## src/rtl/seq_pattern_gen.sv

```systemverilog
// seq_pattern_gen: replays a runtime-writable table of DATA_W-bit words over a
// valid/ready stream in one-shot, loop or ping-pong order.
module seq_pattern_gen #(
  parameter int DATA_W = 8,
  parameter int DEPTH  = 8,
  parameter int ADDR_W = $clog2(DEPTH)
) (
  input  logic              clk,
  input  logic              rst_n,
  input  logic              wr_en,
  input  logic [ADDR_W-1:0] wr_addr,
  input  logic [DATA_W-1:0] wr_data,
  input  logic [ADDR_W-1:0] len,
  input  logic [1:0]        mode,
  input  logic              start,
  input  logic              stop,
  output logic              out_valid,
  input  logic              out_ready,
  output logic [DATA_W-1:0] out_data,
  output logic              busy,
  output logic              done,
  output logic              wrap
);

  typedef enum logic {IDLE = 1'b0, RUN = 1'b1} state_t;
  typedef enum logic [1:0] {
    M_ONESHOT  = 2'b00,
    M_LOOP     = 2'b01,
    M_PINGPONG = 2'b10,
    M_LOOP_ALT = 2'b11
  } mode_t;
  typedef enum logic {DIR_UP = 1'b0, DIR_DOWN = 1'b1} dir_t;

  localparam int unsigned       LAST     = DEPTH - 1;
  localparam logic [ADDR_W-1:0] LAST_IDX = ADDR_W'(LAST);
  localparam logic [ADDR_W-1:0] ONE      = ADDR_W'(1);

  state_t              state_q, state_d;
  mode_t               mode_q, mode_d;
  dir_t                dir_q, dir_d;
  logic [ADDR_W-1:0]   idx_q, idx_d;
  logic [ADDR_W-1:0]   len_q, len_d;
  logic                done_q, done_d;
  logic                wrap_q, wrap_d;
  logic [DATA_W-1:0]   data_q;
  logic [DATA_W-1:0]   tbl [DEPTH];

  logic                load;
  logic [ADDR_W-1:0]   load_addr;
  logic [DATA_W-1:0]   load_word;
  logic [ADDR_W-1:0]   len_clamped;
  logic                wr_ok;

  assign len_clamped = (32'(len) > LAST) ? LAST_IDX : len;
  assign wr_ok       = wr_en && (32'(wr_addr) <= LAST);
  // Write-first: a load of the address being written this cycle takes wr_data.
  assign load_word   = (wr_ok && (wr_addr == load_addr)) ? wr_data : tbl[load_addr];

  assign out_valid = (state_q == RUN);
  assign busy      = (state_q == RUN);
  assign done      = done_q;
  assign wrap      = wrap_q;
  assign out_data  = data_q;

  // Next-state, index advance and load selection.
  always_comb begin
    state_d = state_q;
    mode_d  = mode_q;
    dir_d   = dir_q;
    idx_d   = idx_q;
    len_d   = len_q;
    done_d  = 1'b0;
    wrap_d  = 1'b0;
    load    = 1'b0;
    case (state_q)
      IDLE: begin
        if (start && !stop) begin
          state_d = RUN;
          mode_d  = mode_t'(mode);
          len_d   = len_clamped;
          idx_d   = '0;
          dir_d   = DIR_UP;
          load    = 1'b1;
        end
      end
      RUN: begin
        if (stop) begin
          state_d = IDLE;
        end else if (out_ready) begin
          case (mode_q)
            M_ONESHOT: begin
              if (idx_q == len_q) begin
                state_d = IDLE;
                done_d  = 1'b1;
              end else begin
                idx_d = idx_q + ONE;
                load  = 1'b1;
              end
            end
            M_PINGPONG: begin
              load = 1'b1;
              if (len_q == '0) begin
                wrap_d = 1'b1;
              end else if (dir_q == DIR_UP) begin
                if (idx_q == len_q) begin
                  dir_d = DIR_DOWN;
                  idx_d = idx_q - ONE;
                end else begin
                  idx_d = idx_q + ONE;
                end
              end else begin
                // Leaving index 0 on the way down closes a period; the next
                // beat is index 1 so the endpoint is not repeated.
                if (idx_q == '0) begin
                  wrap_d = 1'b1;
                  dir_d  = DIR_UP;
                  idx_d  = ONE;
                end else begin
                  idx_d = idx_q - ONE;
                end
              end
            end
            default: begin
              load = 1'b1;
              if (idx_q == len_q) begin
                idx_d  = '0;
                wrap_d = 1'b1;
              end else begin
                idx_d = idx_q + ONE;
              end
            end
          endcase
        end
      end
      default: state_d = IDLE;
    endcase
    load_addr = idx_d;
  end

  // Control state registers.
  always_ff @(posedge clk or negedge rst_n) begin
    if (!rst_n) begin
      state_q <= IDLE;
      mode_q  <= M_ONESHOT;
      dir_q   <= DIR_UP;
      idx_q   <= '0;
      len_q   <= '0;
      done_q  <= 1'b0;
      wrap_q  <= 1'b0;
    end else begin
      state_q <= state_d;
      mode_q  <= mode_d;
      dir_q   <= dir_d;
      idx_q   <= idx_d;
      len_q   <= len_d;
      done_q  <= done_d;
      wrap_q  <= wrap_d;
    end
  end

  // Pattern table, writable in any state.
  always_ff @(posedge clk or negedge rst_n) begin
    if (!rst_n) begin
      for (int unsigned i = 0; i < DEPTH; i++) tbl[i] <= '0;
    end else if (wr_ok) begin
      tbl[wr_addr] <= wr_data;
    end
  end

  // Output word snapshot, changed only on start or fire.
  always_ff @(posedge clk or negedge rst_n) begin
    if (!rst_n) begin
      data_q <= '0;
    end else if (load) begin
      data_q <= load_word;
    end
  end

endmodule

```

## config.mk

```make
export PLATFORM = sky130hd
export DESIGN_NAME = seq_pattern_gen
export DESIGN_NICKNAME = d
export VERILOG_FILES = /design/src/rtl/seq_pattern_gen.sv
export SDC_FILE = /design/constraint.sdc
export NUM_CORES = 1
export LEC_CHECK = 0
export CAP_MARGIN = 20
export CORE_MARGIN = 2
export CORE_UTILIZATION = 40
export DETAILED_ROUTE_END_ITERATION = 12
export MAX_ROUTING_LAYER = met4
export PLACE_DENSITY = 0.61
export REMOVE_ABC_BUFFERS = 1
export SYNTH_ARGS = -nofsm -noshare
export SYNTH_HDL_FRONTEND = slang
export SYNTH_SLANG_ARGS = --single-unit
```

## constraint.sdc

```tcl
create_clock -name clk -period 3.1 [get_ports clk]
set_clock_uncertainty 0.05 [all_clocks]
set_input_delay 0.775 -clock clk [delete_from_list [all_inputs] [get_ports clk]]
set_output_delay 0.775 -clock clk [all_outputs]
set_load 0.01 [all_outputs]
```

==> results.json <==
{
  "cts_buffers": 9,
  "final-hold-violation-count": 0,
  "critPathLaunchType": "input port",
  "busiest_layer": "met2",
  "fin_ws_ps": 116,
  "grt_max_degree": 85,
  "syn_inst": 339,
  "clk_pin_slew_ps": 100,
  "cts-root-buf": "clkbuf_8",
  "setup_violations": 0,
  "reg2regPathDepth": 11,
  "rrSetupSlack_ps": 150,
  "clk_latency_ps": 360,
  "cts_tree": "done",
  "yosys_warnings": 0,
  "relSlewSlack_pct": 69.7,
  "layout.nets": 420,
  "die_y_microns": 110,
  "crit_fanout": 8,
  "met1_usage_pct": 21.6,
  "reg2reg_from": "idx_q[1]$_DFF_PN0_",
  "worstPathRequired_ps": 3320,
  "port-buffer-count": 33,
  "worstSetupStartpoint": "stop",
  "drtPass1Iterations": 4,
  "hpwl_mm": 6.33,
  "crit_type": "in2reg",
  "cpLargestDelayFamily": "buffers and inverters",
  "clock_sinks": 84,
  "power.switching_uw": 1150,
  "critPathBufInv": 2,
  "syn_to_final_growth_pct": 17.5,
  "min_period_ps": 2980,
  "fp.dieW_microns": 110,
  "ys_top_cells_by_area": "dfrtp_1 (47%), mux2_2 (17%), mux2i_1 (7.1%), mux4_2 (4.0%), buf_6 (1.5%)",
  "drive_gt1_share_pct": 35.8,
  "n_fill_cell": 999,
  "routabilityCongestion": 0.885,
  "crit_path_max_incr_delay_ps": 470,
  "vias_per_cell": 5.37,
  "crit_chain": "clkdlybuf4s50_1, nand3b_1, nor2_1, a22oi_1, o21ai_4, buf_4, mux2i_1, mux4_2, o21a_1, o31ai_1",
  "fin_setup_tns_ps": 0,
  "grt_first_pass_wirelength_mm": 15.3,
  "design.die.area_sq_um": 12100,
  "grt_use_total_pct": 17.7,
  "slew_viol_final": 0,
  "p_sw_share_pct": 32.0,
  "met3_usage_pct": 4.00,
  "final_common_cell": "dfrtp_1",
  "max_freq_ghz": 0.335,
  "floorplan.initialDensity_pct": 41.3,
  "critPathArrivalTime_ps": 3200,
  "drcViolationCount": 0,
  "cap_violations": 0,
  "use_met2_pct": 29.4,
  "fp.coreArea_sq_um": 10900,
  "yosysSeqAreaShare_pct": 46.8,
  "synthArstFlopShare_pct": 100,
  "yosysTopAreaCell": "dfrtp_1",
  "mostFrequentLayoutCells": "dfrtp_1 (84), mux2_2 (68), mux2i_1 (32), clkdlybuf4s50_1 (32), buf_4 (27)",
  "holdCritPathClass": "in2async",
  "p_comb_share_pct": 36.5,
  "diodes": 0,
  "rows": 38,
  "yosysTopAreaCellShare_pct": 46.8,
  "ys_ff_latch": 84,
  "drt_iter0_drc": 171,
  "p_int_uw": 2430,
  "seqPwrFrac_pct": 42.7,
  "syn_area_sq_um": 4500,
  "cp.depth": 10,
  "avgSynthCellArea_sq_um": 13.3,
  "postRouteAntennaNets": 0,
  "p_leak_uw": 0.00236,
  "grt_overflow": 0,
  "endpoint": "out_data[7]$_DFFE_PN0P_",
  "min_period_over_period_pct": 96.3,
  "slowest_stage": "mux4_2",
  "via_count": 2893,
  "wl_per_cell_microns": 17.9,
  "htreeDepth": 3,
  "io_pins": 34,
  "synth-edff-count": 0,
  "antenna_found_initial": 0,
  "dp_slack_ps": -268,
  "outcome": "finished clean",
  "routed_wl_mm": 9.68,
  "grt_pass1_vias": 2890,
  "tightestPinTransition_ps": 452,
  "cts_buffer_depth": 2,
  "critPathCaptureType": "register",
  "pwr-share-clk_pct": 20.8,
  "synth_cell_type_count": 59,
  "r2r_end": "out_data[7]$_DFFE_PN0P_",
  "ir_drop_v": 0.000398,
  "ys.flop_type": "dfrtp_1",
  "power.density_nw_per_um2": 678
}
-- state kept, by name, summed over array words and instances, names as in the netlist --
signal	flops
done	1
tbl	64
busy	1
dir_q	1
wrap	1
len_q	3
idx_q	3
out_data	8
mode_q	2
-- layout make-up --
type	instances	area (sq um)	share of cell area, %
clock buffer	12	155	2.94
clock inverter	4	31.3	0.592
tap	140	175	3.32
sequential	84	2100	39.8
inverter	9	33.8	0.640
multi-input combinational	227	2170	41.1
timing repair buffer	63	611	11.6
-- how the worst min path moves through the flow --
stage / end / slack, ps
2_1_floorplan: busy$_DFF_PN0_ / 430
3_3_place_gp: out_data[0]$_DFFE_PN0P_ / 430
3_5_place_dp: out_data[0]$_DFFE_PN0P_ / 430
4_1_cts: out_data[0]$_DFFE_PN0P_ / 450
5_1_grt: len_q[2]$_DFFE_PN0P_ / 190
6_report: len_q[2]$_DFFE_PN0P_ / 190
-- stage by stage --
stage / area, sq um / utilization, % / power, uW / instances / hold WS [ps]
6_report: 5280 / 48.5 / 3580 / 539 / 192
5_1_grt: 5280 / 48.5 / 3800 / 539 / 188
4_1_cts: 5230 / 48.1 / 3610 / 536 / 452
3_5_place_dp: 5050 / 46.3 / 2850 / 520 / 434
3_3_place_gp: 5050 / 46.3 / 2820 / 520 / 430
2_1_floorplan: 4300 / - / 2380 / 320 / 429
-- power groups by stage --
stage          Clock (uW)  Sequential, uW  Combinational (uW)
2_1_floorplan           0            1550                 833
6_report              746            1530                1300
3_5_place_dp            0            1550                1300
5_1_grt               820            1560                1410
3_3_place_gp            0            1550                1270
4_1_cts               773            1530                1310
-- layer usage --
metal	up-vias	part of all wire (%)
li1	1376	-
met1	1457	45
met2	49	51
met3	11	3.7
met4	0	1.2
met5	-	0
-- cell usage after synthesis (all sizes together), types with 3 or more instances --
library cell and count:
nand4b 4, dfrtp 84, a21oi 5, nor3 14, inv 9, a31oi 4
nand2b 3, buf 10, o21a 8, nor2 10, clkbuf 9, nor3b 3
mux4 8, mux2i 32, xnor2 6, ha 4, o31ai 9, mux2 68
o21ai 5, nand2 13, nand3b 3
-- repair_timing --
item / in CTS / in global routing
hold buffers: 0 / 0
resized for setup: 0 / 1
endpoints found under the setup margin: 0 / 4
buffers inserted: 0 / 2
-- cell families after synthesis --
logic type               after synthesis  share of synthesized area, %
flip-flops                            84                          46.8
buffers and inverters                 28                          5.04
multiplexers                         108                          28.2
AND/OR/NAND/NOR                       60                          8.16
XOR/XNOR                               6                          2.25
adder cells (fa/ha/maj)                4                          1.11
AO/OA/AOI/OAI                         49                          8.52
(Power assumes the default switching activity.)
==> RTL change 1: new RTL, config.mk and constraints unchanged <==
Set the parameter `DATA_W` to 7 (it was 8).
--- a/src/rtl/seq_pattern_gen.sv
+++ b/src/rtl/seq_pattern_gen.sv
@@ -2,5 +2,5 @@
 // valid/ready stream in one-shot, loop or ping-pong order.
 module seq_pattern_gen #(
-  parameter int DATA_W = 8,
+  parameter int DATA_W = 7,
   parameter int DEPTH  = 8,
   parameter int ADDR_W = $clog2(DEPTH)
Interface: changed (resized out_data and wr_data); port bits go from 34 to 32. No check against the original RTL was run, so the function may have changed too.
==> RTL change 1 against the original RTL <==
  * First-iteration DRC count is 39% lower
  * Final area is 1.9% lower
  * Power is 8.2% higher
  * Area after synthesis is 9.4% lower
  * Setup slack better by 0.0093 ns
  * Routed wire length is 4.3% lower
  * Count of clock-buffer cells in the layout is 3 lower
  * Sequential cell count is 9 lower
  * Largest cell class unchanged
==> RTL change 1: results <==
set metrics [dict create \
    syn_avg_cell_area_um2 12.8 \
    largest_reg_flops 56 \
    vdd_drop_max_uv 378 \
    hold_ws_ns 0.461 \
    place_ws_ns -0.301 \
    leakagePower_nw 2.07 \
    seqPwrFrac_pct 36.2 \
    via_per_inst 5.30 \
    first_global_vias 2905 \
    dp_hpwl_um 6470 \
    synth-seq-area-share_pct 46.1 \
    fillers 891 \
    path_max_fanout 5 \
    grt_usage_pct 18.1 \
    dp.cells 506 \
    synth_commonest_cells "dfrtp_1, mux2_2, mux2i_1" \
    drive_gt1_share_pct 41.1 \
    antenna_cells 0 \
    routed-via-count 2791 \
    grt_remaining_overflow 0 \
    top_register "tbl" \
    first_pass_iters 4 \
    status "completed" \
    placed_cell_area_um2 4790 \
    grt_pass1_wl_um 15000 \
    clock_path_buffers 2 \
    powerSeq_mw 1.40 \
    place_congestion 0.909 \
    fin_nets 414 \
    grt_max_degree 76 \
    reg2reg_slack_ns 0.13 \
    critPathArrivalTime_ns 3.21 \
    drtIter0Drc 104 \
    routedWlPerCell_um 17.6 \
    hold_class "reg -> reg" \
    slew_headroom_pct 35.6 \
    synth_cell_types 57 \
    port_buffers 31 \
    synth-main-ff-cell "dfrtp_1" \
    intPower_mw 2.51 \
    synth_area_leaders "dfrtp_1, mux2_2, mux2i_1" \
    fin_crit_sh_pct 96.0 \
    clock_power_mw 0.723 \
    async_reset_ff_share_pct 100 \
]
## RTL change 1: logic make-up after synthesis
family,count (synthesis),synth area share (%)
and+or+nand+nor,53,8.48
DFF,75,46.1
muxes,109,29.1
AOI/OAI and AO/OA,47,9.37
xor gates and xnor gates,8,2.73
buffers and inverters,22,2.98
adders and majority gates,4,1.23
## RTL change 1: cell type report
type | instances | area (um2) | share of cell area (%)
multi-input combinational | 221 | 2200 | 42.5
sequential | 75 | 1880 | 36.2
timing repair buffer | 76 | 713 | 13.8
tap | 133 | 166 | 3.21
clock buffer | 9 | 124 | 2.39
clock inverter | 7 | 71.3 | 1.38
inverter | 6 | 26.3 | 0.507
## RTL change 1: metal layers
layer	share of wire (%)	wire length (um)	vias up	track usage, %
li1	-	-	1334	-
met1	45	4210	1399	22.2
met2	50	4580	48	29.4
met3	3.3	306	10	4.37
met4	1.7	156	0	6.00
met5	0	0	-	-
## RTL change 1: repair_timing
action                                  in CTS  in global routing
buffers inserted                             0                  4
endpoints found under the setup margin       0                  7
hold buffers                                 0                  0
gates resized for setup                      0                 20
endpoints found under the hold margin        0                  0
## RTL change 1: final timing paths
check / start / endpoint / cells past startpoint
worst max-delay path: idx_q[0] / out_data[6] / 12
worst min-delay path: tbl[9] / tbl[9] / 1
worst max register to register: idx_q[0] / out_data[6] / 12
worst min register to register: tbl[9] / tbl[9] / 1
max in group asynchronous: rst_n / tbl[40] / 1
min in group asynchronous: rst_n / dir_q / 1
## RTL change 1: critical path, cell delays in order, from the launching register on
cell and delay, ns:
dfrtp_1 0.41, buf_4 0.19, clkinvlp_4 0.18, ha_4 0.20
nor2b_1 0.16, a2111oi_2 0.38, o21a_1 0.21, nor2_4 0.07
buf_12 0.14, buf_4 0.15, mux2i_1 0.11, mux4_2 0.48
a21oi_2 0.16
==> RTL change 2: new RTL, same flow settings <==
Without the edit above. Add an input register stage for `mode`; this delays it by one clock. The other inputs are not delayed to match.
--- a/src/rtl/seq_pattern_gen.sv
+++ b/src/rtl/seq_pattern_gen.sv
@@ -35,4 +35,10 @@
   localparam logic [ADDR_W-1:0] LAST_IDX = ADDR_W'(LAST);
   localparam logic [ADDR_W-1:0] ONE      = ADDR_W'(1);
+
+  logic [1:0] mode_r;
+
+  always_ff @(posedge clk) begin
+    mode_r <= mode;
+  end
 
   state_t              state_q, state_d;
@@ -77,5 +83,5 @@
         if (start && !stop) begin
           state_d = RUN;
-          mode_d  = mode_t'(mode);
+          mode_d  = mode_t'(mode_r);
           len_d   = len_clamped;
           idx_d   = '0;
Behaviour: not the same (Yosys sat finds a counterexample within 4 cycles, from zero or initial values and one cycle with rst_n low).
==> RTL change 2 against the original RTL <==
  * The run now ends with setup timing left
  * Final area grew 9.1%
  * Setup slack lost 0.14 ns
  * Routed wire length grew 7.3%
  * Non-clock buffer count grew 22
  * Area after synthesis grew 2.7%
  * Sequential cell count grew 2
  * Core utilization grew 2.4 points
  * Power grew 38%
==> RTL change 2: results <==
set metrics [dict create \
    critPathLaunchType "flop" \
    dp_hpwl_um 6980 \
    placed_cell_area_um2 5340 \
    cts-root-buf "clkbuf_16" \
    fin_nets 476 \
    yosys.area_share.xor_xnor_pct 1.98 \
    cpPeakStageDelay_ns 0.41 \
    path_max_fanout 20 \
    finalSetupViolations 4 \
    vdd_drop_max_uv 354 \
    drive_gt1_share_pct 38.9 \
    final_cells 598 \
    use_met2_pct 28.8 \
    use_met1_pct 24.0 \
    routedWlPerCell_um 17.4 \
    async_reset_ff_share_pct 97.7 \
    finalSetupTns_ns -0.0593 \
    clk_pin_slew_ns 0.06 \
    synth_area_leaders "dfrtp_1, mux2_2, mux2i_1" \
    r2r_start "len_q[1]" \
    hold_ws_ns 0.362 \
    synth_commonest_cells "dfrtp_1, mux2_2, nor2_1" \
    critical-path-top-delay-family "simple AND/OR/NAND/NOR gates" \
    dp.cells 576 \
    fillers 1017 \
    drtIter0Drc 191 \
    synth_cell_types 56 \
    grt_pass1_wl_um 17300 \
    synth_compound_area_share_pct 12.0 \
    p_switching_mw 1.60 \
    violations "setup timing" \
    first_global_vias 3311 \
    critPathArrivalTime_ns 3.32 \
    via_per_inst 5.41 \
    status "complete, but fails checks" \
    worst_slack_ns -0.0233 \
    synthAdderAreaFrac_pct 1.08 \
    grt_max_degree 47 \
    yosysTopAreaCellShare_pct 45.5 \
    grt_util_met3_pct 3.05 \
    slew_headroom_pct 46.7 \
]
-- RTL change 2: cell types whose count changed after synthesis, sizes merged, moves of 9 or more --
| cell | before | now |
|---|---|---|
| mux2 | 68 | 86 |
| nor2 | 10 | 19 |
| mux2i | 32 | 17 |
| o21ai | 5 | 15 |
| o211ai | 0 | 17 |
-- RTL change 2: timing repair --
action,4_1_cts,5_1_grt
buffers inserted,4,2
hold buffers,0,0
pin swaps,2,6
cloned,0,0
gates resized for setup,7,5
endpoints found under the setup margin,8,8
-- RTL change 2: final cells by class --
| cell class | count | area (um2) | share of cell area (%) |
|---|---|---|---|
| Multi-Input combinational cell | 255 | 2280 | 39.6 |
| Sequential cell | 86 | 2140 | 37.2 |
| Timing Repair Buffer | 85 | 776 | 13.5 |
| Clock buffer | 10 | 239 | 4.15 |
| Tap cell | 143 | 179 | 3.11 |
| Clock inverter | 6 | 92.6 | 1.61 |
| Inverter | 13 | 48.8 | 0.847 |
-- RTL change 2: power groups by stage --
| stage | Clock, mW | Combinational [mW] | Sequential [mW] |
|---|---|---|---|
| after floorplan | 0 | 1.31 | 1.58 |
| after global placement | 0 | 2.01 | 1.56 |
| after detailed placement | 0 | 2.05 | 1.57 |
| after CTS | 1.20 | 2.14 | 1.55 |
| after global routing | 1.26 | 2.37 | 1.59 |
| final | 1.18 | 2.19 | 1.55 |
-- RTL change 2: metal layers --
layer  vias to the layer above  share of wire (%)  wire (um)
li1                       1530                  -          -
met1                      1634                 47       4880
met5                         -                  0          0
met3                        18                2.9        296
met4                         0                1.9        196
met2                        53                 48       5010
